<file path="config.mk">
export PLATFORM = sky130hd
export DESIGN_NAME = board_arbiter
export DESIGN_NICKNAME = d
export VERILOG_FILES = /design/src/rtl/board_arbiter.sv
export SDC_FILE = /design/constraint.sdc
export NUM_CORES = 1
export LEC_CHECK = 0
export ABC_AREA = 1
export CAP_MARGIN = 20
export CORE_MARGIN = 4
export CORE_UTILIZATION = 39
export DETAILED_ROUTE_END_ITERATION = 10
export GPL_TIMING_DRIVEN = 0
export PLACE_DENSITY = 0.87
export SETUP_SLACK_MARGIN = 0.3
export SLEW_MARGIN = 30
export SYNTH_ARGS = -nofsm -noshare
export SYNTH_HDL_FRONTEND = slang
export SYNTH_SLANG_ARGS = --single-unit
</file>
<file path="constraint.sdc">
create_clock -name clk -period 2.1 [get_ports clk]
set_clock_uncertainty 0.2 [all_clocks]
set_input_delay 0.315 -clock clk [delete_from_list [all_inputs] [get_ports clk]]
set_output_delay 0.315 -clock clk [all_outputs]
set_load 0.005 [all_outputs]
</file>
<file path="src/rtl/board_arbiter.sv">
// Three-client round-robin arbiter for a shared board memory port with a locked, registered one-hot grant.
// Define BOARD_ARB_TIMEOUT_EN to preempt an owner after HOLD_MAX owned cycles when another client is waiting.
module board_arbiter #(
  parameter int boardWidth  = 8,
  parameter int boardHeight = 8,
  parameter int HOLD_MAX    = 16
) (
  input  logic                           clk,
  input  logic                           reset,
  input  logic [2:0]                     req,
  input  logic [$clog2(boardWidth)-1:0]  reqX0,
  input  logic [$clog2(boardWidth)-1:0]  reqX1,
  input  logic [$clog2(boardWidth)-1:0]  reqX2,
  input  logic [$clog2(boardHeight)-1:0] reqY0,
  input  logic [$clog2(boardHeight)-1:0] reqY1,
  input  logic [$clog2(boardHeight)-1:0] reqY2,
  input  logic [2:0]                     reqWe,
  input  logic [2:0]                     reqWd,
  output logic [2:0]                     gnt,
  output logic [$clog2(boardWidth)-1:0]  x,
  output logic [$clog2(boardHeight)-1:0] y,
  output logic                           we,
  output logic                           wd,
  output logic                           busy,
  output logic [1:0]                     owner
);

  if (HOLD_MAX < 2) begin : g_bad_hold
    $error("board_arbiter: HOLD_MAX must be at least 2");
  end

  typedef enum logic {IDLE, OWNED} state_t;

  state_t     state, state_n;
  logic [1:0] cur, cur_n;
  logic [1:0] last, last_n;
  logic [2:0] gnt_n;
  logic [2:0] others;
  logic       owner_req;
  logic       grant_chg;

  // First requester strictly after 'from', wrapping 2 -> 0.
  function automatic logic [1:0] rr_pick(input logic [2:0] r, input logic [1:0] from);
    logic [1:0] pick;
    logic       found;
    pick  = from;
    found = 1'b0;
    for (int unsigned k = 1; k <= 3; k++) begin
      int unsigned c;
      c = (int'(from) + k) % 3;
      if (!found && r[c]) begin
        pick  = 2'(c);
        found = 1'b1;
      end
    end
    return pick;
  endfunction

  // gnt is one-hot on cur while owned, so masking by gnt avoids indexing req with cur.
  assign owner_req = |(req & gnt);
  assign others    = req & ~gnt;

`ifdef BOARD_ARB_TIMEOUT_EN
  localparam int CW = $clog2(HOLD_MAX);
  localparam logic [CW-1:0] HOLD_LAST = CW'(HOLD_MAX - 1);
  logic [CW-1:0] cnt;
`endif

  always_comb begin
    state_n   = state;
    cur_n     = cur;
    last_n    = last;
    grant_chg = 1'b0;
    case (state)
      IDLE: begin
        if (|req) begin
          state_n   = OWNED;
          cur_n     = rr_pick(req, last);
          grant_chg = 1'b1;
        end
      end
      OWNED: begin
        if (!owner_req) begin
          last_n    = cur;
          grant_chg = 1'b1;
          if (|others) cur_n = rr_pick(others, cur);
          else         state_n = IDLE;
        end
`ifdef BOARD_ARB_TIMEOUT_EN
        else if (cnt == HOLD_LAST && |others) begin
          last_n    = cur;
          cur_n     = rr_pick(others, cur);
          grant_chg = 1'b1;
        end
`endif
      end
      default: state_n = IDLE;
    endcase
    gnt_n = (state_n == OWNED) ? (3'b001 << cur_n) : '0;
  end

  always_ff @(posedge clk or posedge reset) begin
    if (reset) begin
      state <= IDLE;
      cur   <= '0;
      last  <= 2'd2;
      gnt   <= '0;
    end else begin
      state <= state_n;
      cur   <= cur_n;
      last  <= last_n;
      gnt   <= gnt_n;
    end
  end

`ifdef BOARD_ARB_TIMEOUT_EN
  // Saturates at HOLD_LAST so a late-arriving request preempts on the following edge.
  always_ff @(posedge clk or posedge reset) begin
    if (reset)
      cnt <= '0;
    else if (grant_chg || state_n == IDLE)
      cnt <= '0;
    else if (state == OWNED && cnt != HOLD_LAST)
      cnt <= cnt + 1'b1;
  end
`endif

  assign busy  = |gnt;
  assign owner = busy ? cur : 2'd3;
  assign we    = |(reqWe & gnt);

  always_comb begin
    x  = '0;
    y  = '0;
    wd = 1'b0;
    if (busy) begin
      case (cur)
        2'd0:    begin x = reqX0; y = reqY0; wd = reqWd[0]; end
        2'd1:    begin x = reqX1; y = reqY1; wd = reqWd[1]; end
        default: begin x = reqX2; y = reqY2; wd = reqWd[2]; end
      endcase
    end
  end

endmodule
</file>
# Word level (Yosys, flattened, before mapping)
# Cells that the tools add are included.
# totals
ff_bits,8
latch_bits,0
ram_bits,0
rom_bits,0
inputBits,29
output_inout_bits,14
elab_cells,93
mem_count,0
# classes
n_addsub,6
n_mul,0
div_mod_pow,6
order_cmp,6
n_eq_ne,1
n_shift,1
mux,48
bitwise,6
n_reduce_logical,15
# op_table
op,count
$lt A32 B3 Y1 const B,6
$mod A32 B2 Y32 const B,6
$mux W1,24
$mux W2,10
$reduce_or A3 Y1,5
$add A2 B2 Y3 const B,4
$bmux W1 S2,6
$pmux W3 S2,2
$and A3 B3 Y3,3
$mux W3,3
$add A2 B1 Y3 const B,2
$logic_and A1 B1 Y1,4
$logic_not A1 Y1,4
$pmux W1 S2,2
$pmux W2 S2,1
$not A3 Y3,1
$shl A1 B2 Y3 const A,1
$eq A2 B1 Y1 const B,1
$logic_not A2 Y1,1
$not A1 Y1,2
$reduce_and A2 Y1,1

# Logic depth before layout (Yosys ltp)
# Gate-level depths: netlist of the first run.
# depth
depth_word,22
depth_mapped,15
ltp_nobuf,15

# Worst setup path before layout of the first run
# No wires, ideal clock.
# synth_timing
path_type,register to register
startpoint,register cur[0]
endpoint,register gnt[0]
setup_ns,0.117
t_arrival_ns,1.677
required_ns,1.783
setup_slack_ns,0.106
path_stages_with_launch,15
path_buffers,0
synth_period_minus_slack_ns,1.994
path_cell_list,dfrtp_1 inv_1 ha_1 inv_2 nand3_1 nand3_1 nand2_1 nand3_1 nor2_1 nor2_1 nand2_1 nand2_1 nand2_2 nand2_2 nor2_1
# synth_via
elab_chain_cells,22
elab_cells_between_ends,33
cone_classes,3 x add/sub; 3 x div; 1 x shift; 22 x mux; 4 x reduce/logical
# synth_lines
item,line,rtl
from (decl),35,"logic [1:0] cur, cur_n;"
from (signal assigned),110,cur <= cur_n;
$add A2 B1 Y3,50,c = (int'(from) + k) % 3;
$mod A32 B2 Y32,50,
$bmux W1 S2,51,if (!found && r[c]) begin
$mux W1 (not written as such),51,
$mux W1,51,
$mux W1,86,"if (|others) cur_n = rr_pick(others, cur);"
$mux W1,83,if (!owner_req) begin
$mux W1,74,case (state)
[... 8 more ...],n/a,
$mux W2,51,
$mux W2,86,
$mux W2,83,
$pmux W2 S2 *,74,
via cur_n[0],35,
$shl A1 B2 Y3 *,99,gnt_n = (state_n == OWNED) ? (3'b001 << cur_n) : '0;
$mux W3 *,99,
via gnt_n[0],37,logic [2:0] gnt_n;
to (signal assigned),112,gnt <= gnt_n;
to (decl),19,"output logic [2:0] gnt,"
# The timed path passes the listed nets; every way through them passes the cells marked *. The select of a mux whose other input is x is not followed.
# A chain may end at the register's enable or synchronous reset.

# Final worst setup path of the first run
# layout_timing
startpoint,register cur[1]
endpoint,output x[2]
# layout_via
elab_chain_cells,3
elab_cells_between_ends,4
cone_classes,1 x eq/ne; 2 x mux; 1 x reduce/logical
# layout_lines
item,line,rtl
$eq A2 B1 Y1 or $logic_not A2 Y1 (tied branches),137,case (cur)
$pmux W3 S2 *,137,
$mux W3 *,136,if (busy) begin
to (decl),20,"output logic [$clog2(boardWidth)-1:0] x,"
# Every way passes the cells marked *; elsewhere a longest branch is shown, timed or not.

==> flow_summary.ini, run 1 <==
[synthesis]
ys.flop_type = dfrtp_1
synth_top_area_cell = nand2_1
syn-cell-area_mm2 = 0.001051
yosysTopAreaCellShare = 0.2500
netlist_instances = 184
synth_top_family_by_area = simple AND/OR/NAND/NOR gates
synth_xor_area_frac = 0
syn_avg_cell_area_um2 = 5.712
async_flop_share = 1.000
synthAdderAreaFrac = 0.08333
synth-seq-cells = 8
ys_top_cells_by_area = nand2_1 25%, dfrtp_1 17%, nand3_1 15%, ha_1 8.3%, inv_1 7.5%
synth_edf_count = 0
synth-simple-area-share = 0.4857
muxShareOfSynthArea = 0
yosys_warnings = 0
syn_nets = 220
yosysSeqAreaShare = 0.1917
synth_compound_area_frac = 0.1262
synth.distinct_cells = 23

[route]
drt-initial-drc-count = 133
drcViolationCount = 0
final_antenna_net_count = 0
vias_per_cell = 5.759
first_pass_iters = 4
wl_mm = 5.001
wire_per_inst_um = 16.73
via_count = 1722

[timing]
worstMarginPinSlew_ns = 0.3900
slew_headroom = 0.7380
fin_crit_ns = 2.229
drv_slew = 0
hold_violations = 0
fmax_mhz = 448.7
tns_ns = -0.6604
fin_crit_sh = 1.061
worst_slack_ns = -0.1286
setup_violations = 9
rsz0062_at_grt = true
hold_ws_ns = 0.09047

[power]
p_comb_frac = 0.877
ir_drop_uv = 1280
power.density_mw_per_mm2 = 1760
power_leakage_nw = 1.036
seq_power_share = 0.088
internal_power_mw = 1.862
p_switching_mw = 1.843
clkPwrFrac = 0.034
sw_frac_of_total = 0.4974
total_power_mw = 3.706

[cts]
cts_tree = done
htree_levels = 1
clk_latency_ns = 0.26
clkTransAtPathRegs_ns = 0.06
cts_buffer_depth = 2
clockRootBuffer = clkbuf_4
postCtsHoldBufs = 0
numCtsBuffers = 3
clock_sink_count = 8

[place]
placedCellCount = 255
pre_cts_ws_ns = -0.4130
gp_congestion = 0.8970
postPlaceCellArea_mm2 = 0.001549
dp.final_hpwl_mm = 2.482
io_buffers = 41

[floorplanning]
dieHeight_um = 59.91
die_area_mm2 = 0.003589
die_w_um = 59.91
core_area_mm2 = 0.002522
rows = 18
io_pins = 43
initial_core_util = 0.4167

[worst_setup_path]
critPathArrivalTime_ns = 1.71
reg2reg_depth = 12
critPathRequiredTime_ns = 1.58
rrSetupSlack_ns = -0.03
cp-startpoint = cur[1]$_DFF_PP0_
r2r_end = gnt[2]$_DFF_PP0_
worstPathMaxFanout = 4
end_kind = output port
crit_type = register to output port
reg2reg_from = last[1]$_DFFE_PP1P_
crit_end = x[2]
start_kind = register

[final_layout]
multi_input_area_um2 = 963.4
finish.utilization = 0.8348
n_antenna_cell = 0
nets = 306
syn_to_final_growth_pct = 100.4
area.sequential_um2 = 206.4
final_cell_area_mm2 = 0.002106
fin_cells = 299
fillers = 159
drive_gt1_frac = 0.4535

[global_routing]
grt-ovfl-total = 0
grt_max_degree = 9
grt_usage = 0.2312
grt_pass1_vias = 1519
grt_pass1_wl_mm = 6.368
grt_antenna_before_repair = 0

[run_status]
violations = setup timing
status = complete, but fails checks

[job]
drv_cap = 0

[min_path]
hold_path.class = input pin to async pin
area by class of cell:
| cell class | instances | share of cell area |
|---|---|---|
| plain buffers | 3 | 0.01604 |
| clock buffers | 4 | 0.01248 |
| inverters | 26 | 0.05763 |
| multi-input cells | 147 | 0.4575 |
| flip-flops and latches | 8 | 0.09804 |
| well taps | 30 | 0.01783 |
| repair buffers | 81 | 0.3405 |
cell usage after synthesis, types with 2 or more instances:
cell,n
a21oi_1,3
a31oi_1,8
dfrtp_1,7
ha_1,7
inv_1,21
inv_2,4
nand2_1,70
nand2_2,3
nand3_1,32
nand4_1,2
nor2_1,6
nor3_1,3
o21ai_0,4
o21ai_1,3
o21ai_2,3
cells by family after synthesis:
group / Yosys count
AO/OA/AOI/OAI: 22
adder cells (fa/ha/maj): 7
buffers and inverters: 29
flip-flops: 8
AND/OR/NAND/NOR: 118
how the worst min path moves through the flow:
stage | from | to | slack (ns) | cells after the start
after CTS | reset | cur[1]$_DFF_PP0_ | 0.09 | 2
after global placement | last[1]$_DFFE_PP1P_ | last[1]$_DFFE_PP1P_ | 0.34 | 2
after detailed placement | last[1]$_DFFE_PP1P_ | last[1]$_DFFE_PP1P_ | 0.34 | 2
after global routing | reset | cur[1]$_DFF_PP0_ | 0.13 | 2
final | reset | cur[1]$_DFF_PP0_ | 0.09 | 2
after floorplan | reset | cur[0]$_DFF_PP0_ | -0.07 | 1
critical path: stages (launching register included):
cell and delay (ns):
dfrtp_1 0.40, inv_4 0.08, ha_4 0.16, buf_6 0.11, nor2_4 0.13, buf_4 0.13, buf_4 0.10, nand2_1 0.04
a31oi_1 0.15, buf_2 0.14
power by group through the flow:
stage          sequential (mW)  clock (mW)  combinational, mW
4_1_cts                  0.318       0.132               2.44
3_5_place_dp             0.316           0               1.95
5_1_grt                  0.332       0.135               3.50
3_3_place_gp             0.314           0               1.91
2_1_floorplan            0.295           0               1.32
6_report                 0.327       0.127               3.25
flip-flops by register name, indices dropped and copies added, names as in the netlist:
register / flops
gnt: 3
cur: 2
last: 2
state: 1
per-layer routing:
metal	part of all wire	global-route usage	up-vias
li1	-	-	768
met1	0.33	0.2320	772
met2	0.49	0.4552	138
met3	0.096	0.03672	44
met4	0.079	0.1013	0
met5	0	0	-
cells in the final DEF (no fill, tap or decap):
cell type / netlist / final
o21ai_2: 3 / 6
dfrtp_2: 0 / 4
buf_2: 1 / 7
inv_4: 0 / 7
buf_6: 1 / 13
o21ai_1: 3 / 1
a31oi_1: 8 / 8
o21ai_0: 4 / 3
buf_12: 0 / 1
inv_6: 0 / 1
inv_1: 21 / 13
clkbuf_4: 0 / 3
nand3_1: 32 / 19
nor3_4: 0 / 1
clkbuf_1: 0 / 1
clkdlybuf4s50_1: 0 / 26
nor2_4: 0 / 1
nand3_2: 0 / 13
nand2_4: 1 / 3
dlygate4sd2_1: 0 / 3
nor3_1: 3 / 2
buf_4: 0 / 32
o22ai_1: 1 / 1
a21oi_1: 3 / 3
inv_2: 4 / 4
dlymetal6s2s_1: 0 / 1
clkdlybuf4s15_1: 0 / 1
nand3b_1: 1 / 1
dfstp_2: 1 / 1
dfrtp_1: 7 / 3
nor2_1: 6 / 5
nand2_1: 70 / 54
clkinv_2: 1 / 1
nand2_2: 3 / 17
nand4_1: 2 / 2
ha_4: 0 / 7
timing repair:
item,4_1_cts,5_1_grt
resized for setup,72,46
setup endpoints to repair,16,17
setup buffers,23,17
pin swaps,11,21
(Power assumes the default switching activity.)
==> run 2: changes to the inputs <==
--- a/config.mk
+++ b/config.mk
@@ -7,6 +7,7 @@
 export LEC_CHECK = 0
 export ABC_AREA = 1
 export CAP_MARGIN = 20
+export CORE_ASPECT_RATIO = 0.8
 export CORE_MARGIN = 4
 export CORE_UTILIZATION = 39
 export DETAILED_ROUTE_END_ITERATION = 10
==> run 2 against run 1 <==
The run still ends with setup timing left; worst hold slack worse by 0.0077 ns; maximum frequency rose by 1.6%; final cell count down 2.0%; clock power rose by 5%; die area rose by 0.15%; critical path depth shrank 2; setup slack better by 0.035 ns; sequential share of layout area barely moved; count of clock-buffer cells in the layout unchanged; critical endpoint is now x[0].
==> flow_summary.ini, run 2 (synthesis gave the netlist of run 1 again) <==
[timing]
worst_slack_ns = -0.09364
drv_slew = 0
fmax_mhz = 455.9
hold_ws_ns = 0.08282
rsz0062_at_grt = true
tns_ns = -0.4546
setup_violations = 10
fin_crit_ns = 2.194
slew_headroom = 0.7382
hold_violations = 0
fin_crit_sh = 1.045
worstMarginPinSlew_ns = 0.3921

[power]
power_leakage_nw = 0.9961
p_switching_mw = 1.924
internal_power_mw = 1.721
seq_power_share = 0.087
sw_frac_of_total = 0.5278
ir_drop_uv = 1150
clkPwrFrac = 0.036
power.density_mw_per_mm2 = 1744
total_power_mw = 3.645
p_comb_frac = 0.877

[global_routing]
grt_pass1_wl_mm = 6.306
grt_antenna_before_repair = 0
grt-ovfl-total = 0
grt_pass1_vias = 1354
grt_most_used_layer = met2
grt_max_degree = 9
grt_util_met1 = 0.2892
met3_usage = 0.02259
grt_usage = 0.2306
grt_use_met2 = 0.4210

[worst_setup_path]
rrSetupSlack_ns = -0.04
critPathRequiredTime_ns = 1.58
start_kind = register
crit_type = register to output port
end_kind = output port
worstPathMaxFanout = 5
cp-startpoint = cur[0]$_DFF_PP0_
reg2reg_from = last[1]$_DFFE_PP1P_
critPathArrivalTime_ns = 1.68
reg2reg_depth = 13
r2r_end = gnt[0]$_DFF_PP0_
crit_end = x[0]

[floorplanning]
rows = 16
die_area_mm2 = 0.003595
die_w_um = 66.04
dieHeight_um = 54.43
io_pins = 43
core_area_mm2 = 0.002502
initial_core_util = 0.4200

[run_status]
violations = setup timing
status = complete, but fails checks

[cts]
cts_tree = done
clkTransAtPathRegs_ns = 0.06
clock_sink_count = 8
htree_levels = 1
numCtsBuffers = 3
clockRootBuffer = clkbuf_4
cts_buffer_depth = 2
clk_latency_ns = 0.26

[final_layout]
largest_register_ffs = 3
drive_gt1_frac = 0.4475
syn_to_final_growth_pct = 98.81
top_regs = gnt: 3 flops, cur: 2 flops, last: 2 flops
regMostFlops = gnt
mostFrequentLayoutCell = nand2_1
nets = 294
n_antenna_cell = 0
final_cell_mix = 53 x nand2_1, 27 x clkdlybuf4s50_1, 20 x nand3_1, 20 x buf_4

[place]
gp_congestion = 0.8987
dp.final_hpwl_mm = 2.588
io_buffers = 41
pre_cts_ws_ns = -0.4320

[min_path]
hold_path.class = input pin to async pin

[route]
drcViolationCount = 0
wl_mm = 4.862
vias_per_cell = 5.563
via_count = 1630
final_antenna_net_count = 0
first_pass_iters = 5
wire_per_inst_um = 16.59
drt-initial-drc-count = 97

[job]
drv_cap = 0
## run 2: cell count changes in the layout (fill, tap and decap cells not counted), sizes merged
cell / before / now
buf: 53 / 39
clkbuf: 4 / 6
clkdlybuf4s15: 1 / 0
clkdlybuf4s50: 26 / 27
## run 2: per-stage QoR
stage,utilization,cell area (um^2),std cells
2_1_floorplan,-,1101,184
3_3_place_gp,0.6220,1556,261
3_5_place_dp,0.6220,1556,261
4_1_cts,0.7395,1851,284
5_1_grt,0.8350,2090,293
6_report,0.8350,2090,293
## run 2: worst max-delay path, cell delays in order, from the launching register on
cell and delay (ns):
dfrtp_2 0.46, ha_4 0.18, buf_8 0.12, nor2_4 0.13, buf_6 0.15, nand2_4 0.06, a31oi_4 0.17, buf_2 0.14
## run 2: how the worst min path moves through the flow
stage / slack (ns) / endpoint / depth (start not counted) / startpoint
2_1_floorplan: -0.07 / cur[0]$_DFF_PP0_ / 1 / reset
3_5_place_dp: 0.34 / last[0]$_DFFE_PP0P_ / 2 / last[0]$_DFFE_PP0P_
4_1_cts: 0.08 / gnt[1]$_DFF_PP0_ / 2 / reset
5_1_grt: 0.12 / state$_DFF_PP0_ / 2 / reset
3_3_place_gp: 0.33 / last[1]$_DFFE_PP1P_ / 2 / last[1]$_DFFE_PP1P_
6_report: 0.08 / gnt[1]$_DFF_PP0_ / 2 / reset
## run 2: layer usage
metal / part of all wire / wire length, um / vias up
li1: - / - / 753
met1: 0.39 / 1914 / 779
met2: 0.53 / 2569 / 82
met3: 0.054 / 264 / 16
met4: 0.023 / 114 / 0
met5: 0 / 0 / -
## run 2: power groups by stage
stage	registers [mW]	clock network, mW	logic, mW
finish	0.317	0.133	3.20
global route	0.327	0.145	3.40
CTS	0.316	0.135	2.43
detailed placement	0.314	0	1.95
global placement	0.312	0	1.92
floorplan	0.295	0	1.32
## run 2: cell type report
class	count	area, um^2
clock buffer	4	26.28
tap	36	45.04
multi-input combinational	147	1054
fill	131	412.9
inverter	26	116.4
timing repair buffer	69	605.6
buffer	3	37.54
sequential	8	205.2
## run 2: timing repair
action / CTS / global route
setup buffers: 19 / 9
pin swaps: 4 / 18
resized for setup: 77 / 51
hold buffers: 0 / 0
setup endpoints to repair: 16 / 15
==> run 3: changes to the inputs <==
--- a/config.mk
+++ b/config.mk
@@ -10,9 +10,10 @@
 export CORE_ASPECT_RATIO = 0.8
 export CORE_MARGIN = 4
 export CORE_UTILIZATION = 39
+export CTS_BUF_LIST = sky130_fd_sc_hd__clkbuf_16
 export DETAILED_ROUTE_END_ITERATION = 10
 export GPL_TIMING_DRIVEN = 0
-export PLACE_DENSITY = 0.87
+export PLACE_DENSITY = 0.77
 export SETUP_SLACK_MARGIN = 0.3
 export SLEW_MARGIN = 30
 export SYNTH_ARGS = -nofsm -noshare
==> run 3 against run 2 <==
Combinational power fell by 14%; critical path type unchanged; final cell count fell by 0.34%; highest routed layer unchanged; critical path depth rose by 2; largest power group unchanged; the flow still finishes with violations (setup timing); via count fell by 3.1%.
==> flow_summary.ini, run 3 (synthesis gave the netlist of run 1 again) <==
[floorplanning]
die_w_um = 66.04
dieHeight_um = 54.43
core_area_mm2 = 0.002502
die_area_mm2 = 0.003595
io_pins = 43
rows = 16
initial_core_util = 0.4200

[worst_setup_path]
end_kind = output port
slowest_stage = dfrtp_2
cp_cell_sequence = inv_4, ha_4, buf_6, nor2_4, buf_4, buf_6, nand2_1, a31oi_1, buf_2
crit_buf_inv = 5
critPathArrivalTime_ns = 1.72
cp-startpoint = cur[0]$_DFF_PP0_
critPathRequiredTime_ns = 1.58
reg2reg_from = last[1]$_DFFE_PP1P_
reg2reg_depth = 12
start_kind = register
slowest_delay_ns = 0.43
rrSetupSlack_ns = -0.12
critPathTopFamily = buffers and inverters
worstPathMaxFanout = 5
cp_common_cell = buf_6
r2r_end = gnt[2]$_DFF_PP0_
crit_type = register to output port

[timing]
rsz0062_at_grt = true
fin_crit_sh = 1.065
hold_violations = 0
worst_slack_ns = -0.1363
fin_crit_ns = 2.236
tns_ns = -0.7031
setup_violations = 8
fmax_mhz = 447.2
drv_slew = 0
slew_headroom = 0.7581
worstMarginPinSlew_ns = 0.3628

[power]
power.density_mw_per_mm2 = 1733
total_power_mw = 3.425
power_leakage_nw = 0.9693
ir_drop_uv = 1301

[job]
drv_cap = 0

[final_layout]
fillers = 164
final_cell_mix = 58 x nand2_1, 27 x clkdlybuf4s50_1, 25 x nand3_1, 23 x buf_4, 15 x nand2_2
regMostFlops = gnt
multi_input_area_um2 = 913.4
drive_gt1_frac = 0.3906
mostFrequentLayoutCell = nand2_1
syn_to_final_growth_pct = 87.98
n_antenna_cell = 0
nets = 293
finish.utilization = 0.7895
top_regs = gnt: 3 flops, cur: 2 flops, last: 2 flops
largest_register_ffs = 3
area.sequential_um2 = 207.7

[global_routing]
grt_usage = 0.2205
grt-ovfl-total = 0
grt_pass1_wl_mm = 6.085
grt_antenna_before_repair = 0
grt_max_degree = 9
grt_pass1_vias = 1362

[cts]
clock_sink_count = 8
cts_buffer_depth = 2
clockRootBuffer = clkbuf_16
cts_tree = done
htree_levels = 1
numCtsBuffers = 3
clk_latency_ns = 0.23
clkTransAtPathRegs_ns = 0.04

[run_status]
status = complete, but fails checks
violations = setup timing

[place]
dp.final_hpwl_mm = 2.790
pre_cts_ws_ns = -0.3927
gp_congestion = 0.9080
io_buffers = 41

[route]
first_pass_iters = 5
via_count = 1579
wl_mm = 4.412
drt-initial-drc-count = 127
final_antenna_net_count = 0
vias_per_cell = 5.408
drcViolationCount = 0
wire_per_inst_um = 15.11

[min_path]
hold_path.class = input pin to async pin
## run 3: changes by cell type in the layout (fill, tap and decap cells not counted), moves of 3 or more
| cell | change |
|---|---|
| nand2_4 | -7 |
| a31oi_1 | +3 |
| clkbuf_4 | -3 |
| buf_6 | -4 |
| nand3_1 | +5 |
| nand3_2 | -4 |
| clkbuf_16 | +3 |
| buf_4 | +3 |
| nand2_1 | +5 |
## run 3: where the power goes
| part | internal [mW] | switching (mW) | total, mW |
|---|---|---|---|
| sequential | 0.236 | 0.0930 | 0.329 |
| combinational | 1.26 | 1.50 | 2.76 |
| clock | 0.249 | 0.0832 | 0.332 |
## run 3: how the worst max path moves through the flow
stage	end	slack (ns)	depth (start not counted)
after floorplan	gnt[0]$_DFF_PP0_	0.26	15
after global placement	wd	-0.33	7
after detailed placement	y[1]	-0.39	7
after CTS	y[0]	-0.07	9
after global routing	gnt[0]$_DFF_PP0_	-0.19	12
final	y[1]	-0.14	9
## run 3: worst reg2reg max path, stage by stage, from the launching register on
cell     delay, ns
dfstp_2       0.60
inv_2         0.07
ha_4          0.17
inv_2         0.06
buf_4         0.12
nand3_1       0.09
o21ai_1       0.15
nand4_1       0.15
nand3_1       0.14
nand2_1       0.08
inv_1         0.12
nand2_2       0.09
nor2_1        0.10
## run 3: cell type report
cell class	instances	area share
Sequential cell	8	0.1051
Tap cell	36	0.02280
Clock buffer	3	0.03800
Inverter	26	0.05637
Buffer	3	0.01710
Multi-Input combinational cell	147	0.4623
Clock inverter	1	0.001900
Timing Repair Buffer	68	0.2964
## run 3: per-layer routing
layer / wire [um] / vias up / share of wire / global-route usage
li1: - / 748 / - / -
met1: 1868 / 743 / 0.42 / 0.2847
met2: 2150 / 70 / 0.49 / 0.3827
met3: 219 / 18 / 0.050 / 0.02053
met4: 174 / 0 / 0.039 / 0.09122
met5: 0 / - / 0 / 0
## run 3: repair_timing
action,CTS,global route
setup endpoints to repair,16,17
buffers inserted,16,11
hold endpoints to repair,0,0
gates cloned,0,0
pin swaps,3,16
hold buffers,0,0
resized for setup,52,42
## run 3: per-stage QoR
step | instance area (um^2) | cells | hold WS (ns)
floorplan | 1101 | 184 | -0.07006
global placement | 1556 | 261 | 0.3291
detailed placement | 1556 | 261 | 0.3501
CTS | 1792 | 281 | 0.1501
global route | 1976 | 292 | 0.1728
finish | 1976 | 292 | 0.1379
